[config.mk]
export PLATFORM = sky130hd
export DESIGN_NAME = pipmem_rv32
export DESIGN_NICKNAME = d
export VERILOG_FILES = /design/src/rtl/pipmem_rv32_pkg.sv /design/src/rtl/pipmem_rv32_memlane.sv /design/src/rtl/pipmem_rv32.sv
export SDC_FILE = /design/constraint.sdc
export NUM_CORES = 1
export LEC_CHECK = 0
export ABC_AREA = 1
export ABC_CLOCK_PERIOD_IN_PS = 4900
export BUFFER_PORTS_ARGS = -buffer_cell sky130_fd_sc_hd__buf_4
export CORE_AREA = 2 2 97 136
export DETAILED_ROUTE_END_ITERATION = 8
export DIE_AREA = 0 0 99 138
export MAX_ROUTING_LAYER = met4
export PLACE_DENSITY_LB_ADDON = 0.25
export RECOVER_POWER = 50
export SLEW_MARGIN = 20
export SYNTH_ARGS = -nofsm -noshare
export SYNTH_HDL_FRONTEND = slang
export SYNTH_SLANG_ARGS = --single-unit
[constraint.sdc]
create_clock -name iCLK -period 4.9 [get_ports iCLK]
set_input_delay 0.245 -clock iCLK [delete_from_list [all_inputs] [get_ports iCLK]]
set_output_delay 0.245 -clock iCLK [all_outputs]
set_load 0.01 [all_outputs]
[src/rtl/pipmem_rv32_pkg.sv]
// pipmem_rv32_pkg: shared constants and types for the RV32I memory-access stage.
//   - one-hot decoded op encodings for the eight load/store ops
//   - FSM state encodings, oFAULT bit indices, lane-mask constants
//   - memReq_t: request fields latched when a bus transaction starts
package pipmem_rv32_pkg;

    localparam int unsigned OP_W = 10;

    localparam logic [OP_W-1:0] OP_LB  = 10'b00_0000_0001;
    localparam logic [OP_W-1:0] OP_LH  = 10'b00_0000_0010;
    localparam logic [OP_W-1:0] OP_LW  = 10'b00_0000_0100;
    localparam logic [OP_W-1:0] OP_LBU = 10'b00_0000_1000;
    localparam logic [OP_W-1:0] OP_LHU = 10'b00_0001_0000;
    localparam logic [OP_W-1:0] OP_SB  = 10'b00_0010_0000;
    localparam logic [OP_W-1:0] OP_SH  = 10'b00_0100_0000;
    localparam logic [OP_W-1:0] OP_SW  = 10'b00_1000_0000;

    localparam logic [0:0] ST_IDLE = 1'b0;
    localparam logic [0:0] ST_BUS  = 1'b1;

    localparam int unsigned FAULT_TIMEOUT = 0;
    localparam int unsigned FAULT_ALIGN   = 1;

    localparam logic [3:0] BE_BYTE = 4'b0001;
    localparam logic [3:0] BE_HALF = 4'b0011;
    localparam logic [3:0] BE_WORD = 4'b1111;

    typedef struct packed {
        logic [OP_W-1:0] op;
        logic [1:0]      lane;
        logic [4:0]      rd;
        logic            isLoad;
    } memReq_t;

endpackage

[src/rtl/pipmem_rv32_memlane.sv]
// memlane_rv32: combinational lane steering for one load/store.
//   iOP      one-hot decoded op
//   iADDRLO  byte offset within the word
//   iSTDATA  store data (low byte/half significant for SB/SH)
//   iRDWORD  word returned by the bus
//   oBE      byte enables (same mask for loads and stores)
//   oWDATA   lane-replicated store data
//   oLDDATA  selected and extended load data
//   oMISALIGN  half/word access not naturally aligned
//   oKNOWN   op is one of the eight load/store ops
module memlane_rv32
    import pipmem_rv32_pkg::*;
(
    input  logic [OP_W-1:0] iOP,
    input  logic [1:0]      iADDRLO,
    input  logic [31:0]     iSTDATA,
    input  logic [31:0]     iRDWORD,
    output logic [3:0]      oBE,
    output logic [31:0]     oWDATA,
    output logic [31:0]     oLDDATA,
    output logic            oMISALIGN,
    output logic            oKNOWN
);

    logic isLB, isLH, isLW, isLBU, isLHU, isSB, isSH, isSW;
    logic sizeByte, sizeHalf, sizeWord;
    logic [7:0]  byteSel;
    logic [15:0] halfSel;

    assign isLB  = (iOP == OP_LB);
    assign isLH  = (iOP == OP_LH);
    assign isLW  = (iOP == OP_LW);
    assign isLBU = (iOP == OP_LBU);
    assign isLHU = (iOP == OP_LHU);
    assign isSB  = (iOP == OP_SB);
    assign isSH  = (iOP == OP_SH);
    assign isSW  = (iOP == OP_SW);

    assign sizeByte = isLB | isLBU | isSB;
    assign sizeHalf = isLH | isLHU | isSH;
    assign sizeWord = isLW | isSW;

    assign oKNOWN    = sizeByte | sizeHalf | sizeWord;
    assign oMISALIGN = (sizeHalf & iADDRLO[0]) | (sizeWord & (iADDRLO != 2'b00));

    // Byte enables and replicated write data
    always_comb begin
        oBE    = 4'b0000;
        oWDATA = iSTDATA;
        if (sizeByte) begin
            oBE    = 4'(BE_BYTE << iADDRLO);
            oWDATA = {4{iSTDATA[7:0]}};
        end else if (sizeHalf) begin
            oBE    = 4'(BE_HALF << {iADDRLO[1], 1'b0});
            oWDATA = {2{iSTDATA[15:0]}};
        end else if (sizeWord) begin
            oBE    = BE_WORD;
        end
    end

    // Byte/half lane selection from the returned word
    always_comb begin
        byteSel = iRDWORD[7:0];
        case (iADDRLO)
            2'd0:    byteSel = iRDWORD[7:0];
            2'd1:    byteSel = iRDWORD[15:8];
            2'd2:    byteSel = iRDWORD[23:16];
            default: byteSel = iRDWORD[31:24];
        endcase
    end

    assign halfSel = iADDRLO[1] ? iRDWORD[31:16] : iRDWORD[15:0];

    // Sign or zero extension
    always_comb begin
        oLDDATA = iRDWORD;
        if (isLB)       oLDDATA = {{24{byteSel[7]}}, byteSel};
        else if (isLBU) oLDDATA = {24'd0, byteSel};
        else if (isLH)  oLDDATA = {{16{halfSel[15]}}, halfSel};
        else if (isLHU) oLDDATA = {16'd0, halfSel};
    end

endmodule

[src/rtl/pipmem_rv32.sv]
// pipmem_rv32: RV32I memory-access stage between execute and write-back.
//   iCLK/iRST        clock, synchronous active-high reset
//   iMEM/iRW         memory request this cycle, 1 = load
//   iMEMADDR/iMEMDATA byte address and store data
//   iDregDATA/iDregADDR execute result and destination for non-memory ops
//   iDecodedOP       one-hot decoded op
//   oSTALL           combinational hold for the execute stage
//   oBUS*/iBUS*      word-addressed request/acknowledge bus
//   oDregDATA/ADDR/WE write-back result, one-cycle enable
//   oFAULT           [1] misaligned/unknown op, [0] bus timeout (pulse)
module pipmem_rv32
    import pipmem_rv32_pkg::*;
#(
    parameter int unsigned TIMEOUT = 16
) (
    input  logic            iCLK,
    input  logic            iRST,
    input  logic            iMEM,
    input  logic            iRW,
    input  logic [31:0]     iMEMADDR,
    input  logic [31:0]     iMEMDATA,
    input  logic [31:0]     iDregDATA,
    input  logic [4:0]      iDregADDR,
    input  logic [OP_W-1:0] iDecodedOP,
    output logic            oSTALL,
    output logic            oBUSREQ,
    output logic            oBUSWE,
    output logic [29:0]     oBUSADDR,
    output logic [3:0]      oBUSBE,
    output logic [31:0]     oBUSWDATA,
    input  logic            iBUSACK,
    input  logic [31:0]     iBUSRDATA,
    output logic [31:0]     oDregDATA,
    output logic [4:0]      oDregADDR,
    output logic            oDregWE,
    output logic [1:0]      oFAULT
);

    localparam int unsigned CNT_W = (TIMEOUT > 1) ? $clog2(TIMEOUT) : 1;
    localparam logic [CNT_W-1:0] CNT_LAST = CNT_W'(TIMEOUT - 1);

    logic [0:0]       state, stateNext;
    memReq_t          req, reqNext;
    logic [CNT_W-1:0] cnt, cntNext;

    logic        busReqNext, busWeNext;
    logic [29:0] busAddrNext;
    logic [3:0]  busBeNext;
    logic [31:0] busWdataNext;
    logic [31:0] dregDataNext;
    logic [4:0]  dregAddrNext;
    logic        dregWeNext;
    logic [1:0]  faultNext;

    logic [OP_W-1:0] laneOp;
    logic [1:0]      laneAddr;
    logic [3:0]      laneBe;
    logic [31:0]     laneWdata, laneLoad;
    logic            laneMisalign, laneKnown;
    logic            accept_c, timeout_c;

    // Lane logic sees the incoming request in IDLE and the latched one in BUS
    assign laneOp   = (state == ST_IDLE) ? iDecodedOP : req.op;
    assign laneAddr = (state == ST_IDLE) ? iMEMADDR[1:0] : req.lane;

    memlane_rv32 uLane (
        .iOP       (laneOp),
        .iADDRLO   (laneAddr),
        .iSTDATA   (iMEMDATA),
        .iRDWORD   (iBUSRDATA),
        .oBE       (laneBe),
        .oWDATA    (laneWdata),
        .oLDDATA   (laneLoad),
        .oMISALIGN (laneMisalign),
        .oKNOWN    (laneKnown)
    );

    assign accept_c  = (state == ST_IDLE) & iMEM & laneKnown & ~laneMisalign;
    assign timeout_c = (state == ST_BUS) & ~iBUSACK & (cnt == CNT_LAST);

    // Stall drops in the ack/abort cycle so execute advances exactly once
    assign oSTALL = ~iRST & (accept_c | ((state == ST_BUS) & ~iBUSACK & ~timeout_c));

    // State register and output registers
    always_ff @(posedge iCLK) begin
        if (iRST) begin
            state     <= ST_IDLE;
            req       <= '0;
            cnt       <= '0;
            oBUSREQ   <= 1'b0;
            oBUSWE    <= 1'b0;
            oBUSADDR  <= '0;
            oBUSBE    <= '0;
            oBUSWDATA <= '0;
            oDregDATA <= '0;
            oDregADDR <= '0;
            oDregWE   <= 1'b0;
            oFAULT    <= '0;
        end else begin
            state     <= stateNext;
            req       <= reqNext;
            cnt       <= cntNext;
            oBUSREQ   <= busReqNext;
            oBUSWE    <= busWeNext;
            oBUSADDR  <= busAddrNext;
            oBUSBE    <= busBeNext;
            oBUSWDATA <= busWdataNext;
            oDregDATA <= dregDataNext;
            oDregADDR <= dregAddrNext;
            oDregWE   <= dregWeNext;
            oFAULT    <= faultNext;
        end
    end

    // Next-state and next-output logic
    always_comb begin
        stateNext    = state;
        reqNext      = req;
        cntNext      = cnt;
        busReqNext   = oBUSREQ;
        busWeNext    = oBUSWE;
        busAddrNext  = oBUSADDR;
        busBeNext    = oBUSBE;
        busWdataNext = oBUSWDATA;
        dregDataNext = oDregDATA;
        dregAddrNext = oDregADDR;
        dregWeNext   = 1'b0;
        faultNext    = 2'b00;

        case (state)
            ST_IDLE: begin
                if (!iMEM) begin
                    dregDataNext = iDregDATA;
                    dregAddrNext = iDregADDR;
                    dregWeNext   = (iDregADDR != 5'd0);
                end else if (accept_c) begin
                    reqNext.op     = iDecodedOP;
                    reqNext.lane   = iMEMADDR[1:0];
                    reqNext.rd     = iDregADDR;
                    reqNext.isLoad = iRW;
                    cntNext        = '0;
                    busReqNext     = 1'b1;
                    busWeNext      = ~iRW;
                    busAddrNext    = iMEMADDR[31:2];
                    busBeNext      = laneBe;
                    busWdataNext   = laneWdata;
                    stateNext      = ST_BUS;
                end else begin
                    faultNext[FAULT_ALIGN] = 1'b1;
                end
            end
            default: begin
                if (iBUSACK || timeout_c) begin
                    busReqNext   = 1'b0;
                    busWeNext    = 1'b0;
                    busAddrNext  = '0;
                    busBeNext    = '0;
                    busWdataNext = '0;
                    stateNext    = ST_IDLE;
                    if (iBUSACK) begin
                        if (req.isLoad) begin
                            dregDataNext = laneLoad;
                            dregAddrNext = req.rd;
                            dregWeNext   = (req.rd != 5'd0);
                        end
                    end else begin
                        faultNext[FAULT_TIMEOUT] = 1'b1;
                    end
                end else begin
                    cntNext = cnt + CNT_W'(1);
                end
            end
        endcase
    end

endmodule

==> metrics.yaml <==
start_util_pct: 51.4
diodes: 0
cts_made_buffers: 17
synthArstFlopShare_pct: 0
cts_root_buf: "clkbuf_16"
synth.yosys.warnings: 0
rr_worst_depth: 16
synth_edf_count: 0
grt_pass1_wl_um: 33400
arrival_ns: 3.57
vias: 7346
grt_pass1_vias: 6845
drive_gt1_share_pct: 18.1
cp.required_ns: 4.66
min_from: "iMEMADDR[12]"
p_leak_nw: 3.68
critPathMaxStageDelay_ns: 0.71
period_minus_slack_ns: 3.82
ant_nets: 0
cp_max_fo: 33
synth_seq_cells: 131
drv_cap: 0
die_y_um: 138
first_iter_violations: 488
crit_family: "simple AND/OR/NAND/NOR gates"
r2r_start: "state"
setup_viol: 0
clock_latency_ns: 0.41
cpMaxStageDelayCell: "dfxtp_1"
path_cells: "inv_4 > nand2_1 > nand2_1 > nand2_1 > nor2_1 > nand3_1 > nand3_1 > nand2_1 > clkinv_1 > nor2_1 > nand2_4 > nand2_1 > inv_1 > nor2_1 > buf_4"
core_area_sq_um: 12600
synthFlopType: "dfxtp_1"
io_pins: 257
fin_setup_tns_ns: 0
fin_nets: 1344
wl_per_cell_um: 15.5
rsz0062_at_grt: "false"
grt_overflow: 0
numClockSinks: 131
place_congestion: 0.965
reg2reg_slack_ns: 1.20
hpwl_um: 15100
hold_depth: 3
timing.fmax_mhz: 262
hold_viol_final: 0
clk_pin_slew_worst_paths_ns: 0.06
grtUsageTotal_pct: 31.2
cts_tree: "done"
power_density_nw_per_um2: 320
ys_seq_area_share_pct: 40.6
area_delta_synth_final_pct: 32.6
ctsResizeCount: 0
syn_nets: 1118
maxSlewViolCount: 0
skew_ns: 0.00923
syn_area_sq_um: 6460
fin_crit_sh_pct: 77.9
htree_levels: 4
antenna_found_initial: 0
tightest_slew_ns: 1.01
port_buffers: 256
fin_cells: 1361
placed_cells: 1328
viasPerCell: 5.40
path_buf_inv: 4
relSlewSlack_pct: 32.7
synthCells: 969
rows: 49
ir_drop_mv: 0.242
holdPathEnd: "oBUSADDR[10]"
drt_first_pass_iters: 5
drc: 0
hold_path_class: "input pin to flip-flop"
r2r_end: "oBUSWDATA[0]"
setup.worst_path.end_class: "output pin"
wirelength_um: 21100
die_w_um: 99
cpMostUsedCell: "nand2_1"
clock_path_buffers: 2
grt_max_degree: 94
crit_path_start_kind: "flip-flop"
syn-mean-instance-area_sq_um: 6.66
dieArea_sq_um: 13700
critPathKind: "flip-flop to output pin"
netlist-cell-type-count: 35
status: "finished, final reports clean"
synthesized netlist by cell type, types with 4 or more instances:
cell      instances  area share (%)
a21oi_1         144              11
a221oi_1          6            0.81
a22oi_1           4            0.47
a31oi_1           6            0.58
buf_2            17             1.3
buf_6             6             1.0
clkbuf_1         29             1.7
dfxtp_1         131              41
inv_1            39             2.3
inv_2             9            0.52
nand2_1         337              20
nand2_2           6            0.58
nand3_1          52             4.0
nor2_1           63             3.7
nor2_2            5            0.48
o21ai_0          72             5.6
o21ai_1           9            0.70
o21bai_1          5            0.58
through the flow:
step / hold slack (ns) / area, sq um / total power, mW / setup slack, ns / utilization [%]
final: 0.0898 / 8560 / 2.74 / 1.08 / 68.1
after global routing: 0.0771 / 8560 / 2.84 / 0.691 / 68.1
after CTS: 0.0763 / 8970 / 2.76 / 1.09 / 71.4
after detailed placement: 0.441 / 8330 / 1.41 / 1.27 / 66.3
after global placement: 0.440 / 8330 / 1.41 / 1.37 / 66.3
after floorplan: 0.323 / 6460 / 1.25 / 2.78 / -
worst max path at each step:
| stage | depth (start not counted) | slack, ns | to | startpoint |
|---|---|---|---|---|
| floorplan | 15 | 2.78 | oSTALL | state |
| global placement | 16 | 1.37 | oBUSWDATA[8] | state |
| finish | 15 | 1.08 | oSTALL | state |
| CTS | 15 | 1.09 | oSTALL | state |
| global route | 15 | 0.69 | oSTALL | state |
| detailed placement | 16 | 1.27 | oBUSWDATA[31] | state |
per-layer routing:
layer  GRT usage [%]  wire length [um]  vias to the layer above
li1                -                 -                     3622
met5               -                 0                        -
met2            50.2             10400                      380
met4            14.9               897                        0
met3            6.88              1860                       48
met1            36.8              7950                     3296
state kept, by name (all words and copies together) (netlist names):
signal	count
oBUSADDR	30
oBUSWDATA	32
cnt	4
state	1
oBUSWE	1
oFAULT	2
oDregWE	1
req	18
oDregADDR	5
oBUSBE	4
oBUSREQ	1
oDregDATA	32
tightest hold or removal path, delay by kind of cell:
kind                   cells  cell delay [ns]
buffers and inverters      1             0.10
AO/OA/AOI/OAI              1             0.06
AND/OR/NAND/NOR            1             0.05
cell usage in the layout (no fill, tap or decap), drive strengths merged:
| cell | netlist | routed |
|---|---|---|
| a21oi | 145 | 145 |
| a221oi | 6 | 6 |
| a22oi | 4 | 4 |
| a31oi | 6 | 6 |
| buf | 27 | 153 |
| bufinv | 0 | 4 |
| clkbuf | 29 | 129 |
| clkinv | 0 | 6 |
| clkinvlp | 0 | 1 |
| dfxtp | 131 | 131 |
| dlygate4sd3 | 0 | 1 |
| ha | 1 | 1 |
| inv | 49 | 50 |
| nand2 | 346 | 346 |
| nand3 | 55 | 55 |
| nand3b | 2 | 2 |
| nor2 | 73 | 73 |
| nor4 | 2 | 2 |
| o2111ai | 1 | 1 |
| o211ai | 1 | 1 |
| o21ai | 83 | 83 |
| o21bai | 5 | 5 |
| o31ai | 1 | 1 |
| or2 | 1 | 1 |
| or4 | 1 | 1 |
power breakdown:
group	switching, mW	internal, mW	leakage [nW]	total (mW)
Combinational	0.145	0.129	2.30	0.274
Clock	0.483	0.881	0.311	1.36
Sequential	0.0106	1.09	1.06	1.10
Total	0.639	2.10	3.68	2.74
cell families after synthesis:
family | Yosys count | share of synthesized area [%]
AOI/OAI and AO/OA | 252 | 20.7
and+or+nand+nor | 480 | 31.2
buffers and inverters | 105 | 7.29
adders and majority gates | 1 | 0.194
DFF | 131 | 40.6
layout make-up:
| class | count | area (sq um) |
|---|---|---|
| Clock inverter | 12 | 178 |
| Fill cell | 1215 | 4010 |
| Sequential cell | 131 | 2620 |
| Multi-Input combinational cell | 733 | 3360 |
| Tap cell | 153 | 191 |
| Timing Repair Buffer | 263 | 1570 |
| Clock buffer | 20 | 457 |
| Inverter | 49 | 186 |
what timing repair did:
action                    4_1_cts  5_1_grt
hold buffers                    1        0
setup buffers                   0        0
hold endpoints to repair        1        0
Note: power is estimated with default switching activity, not from simulation.
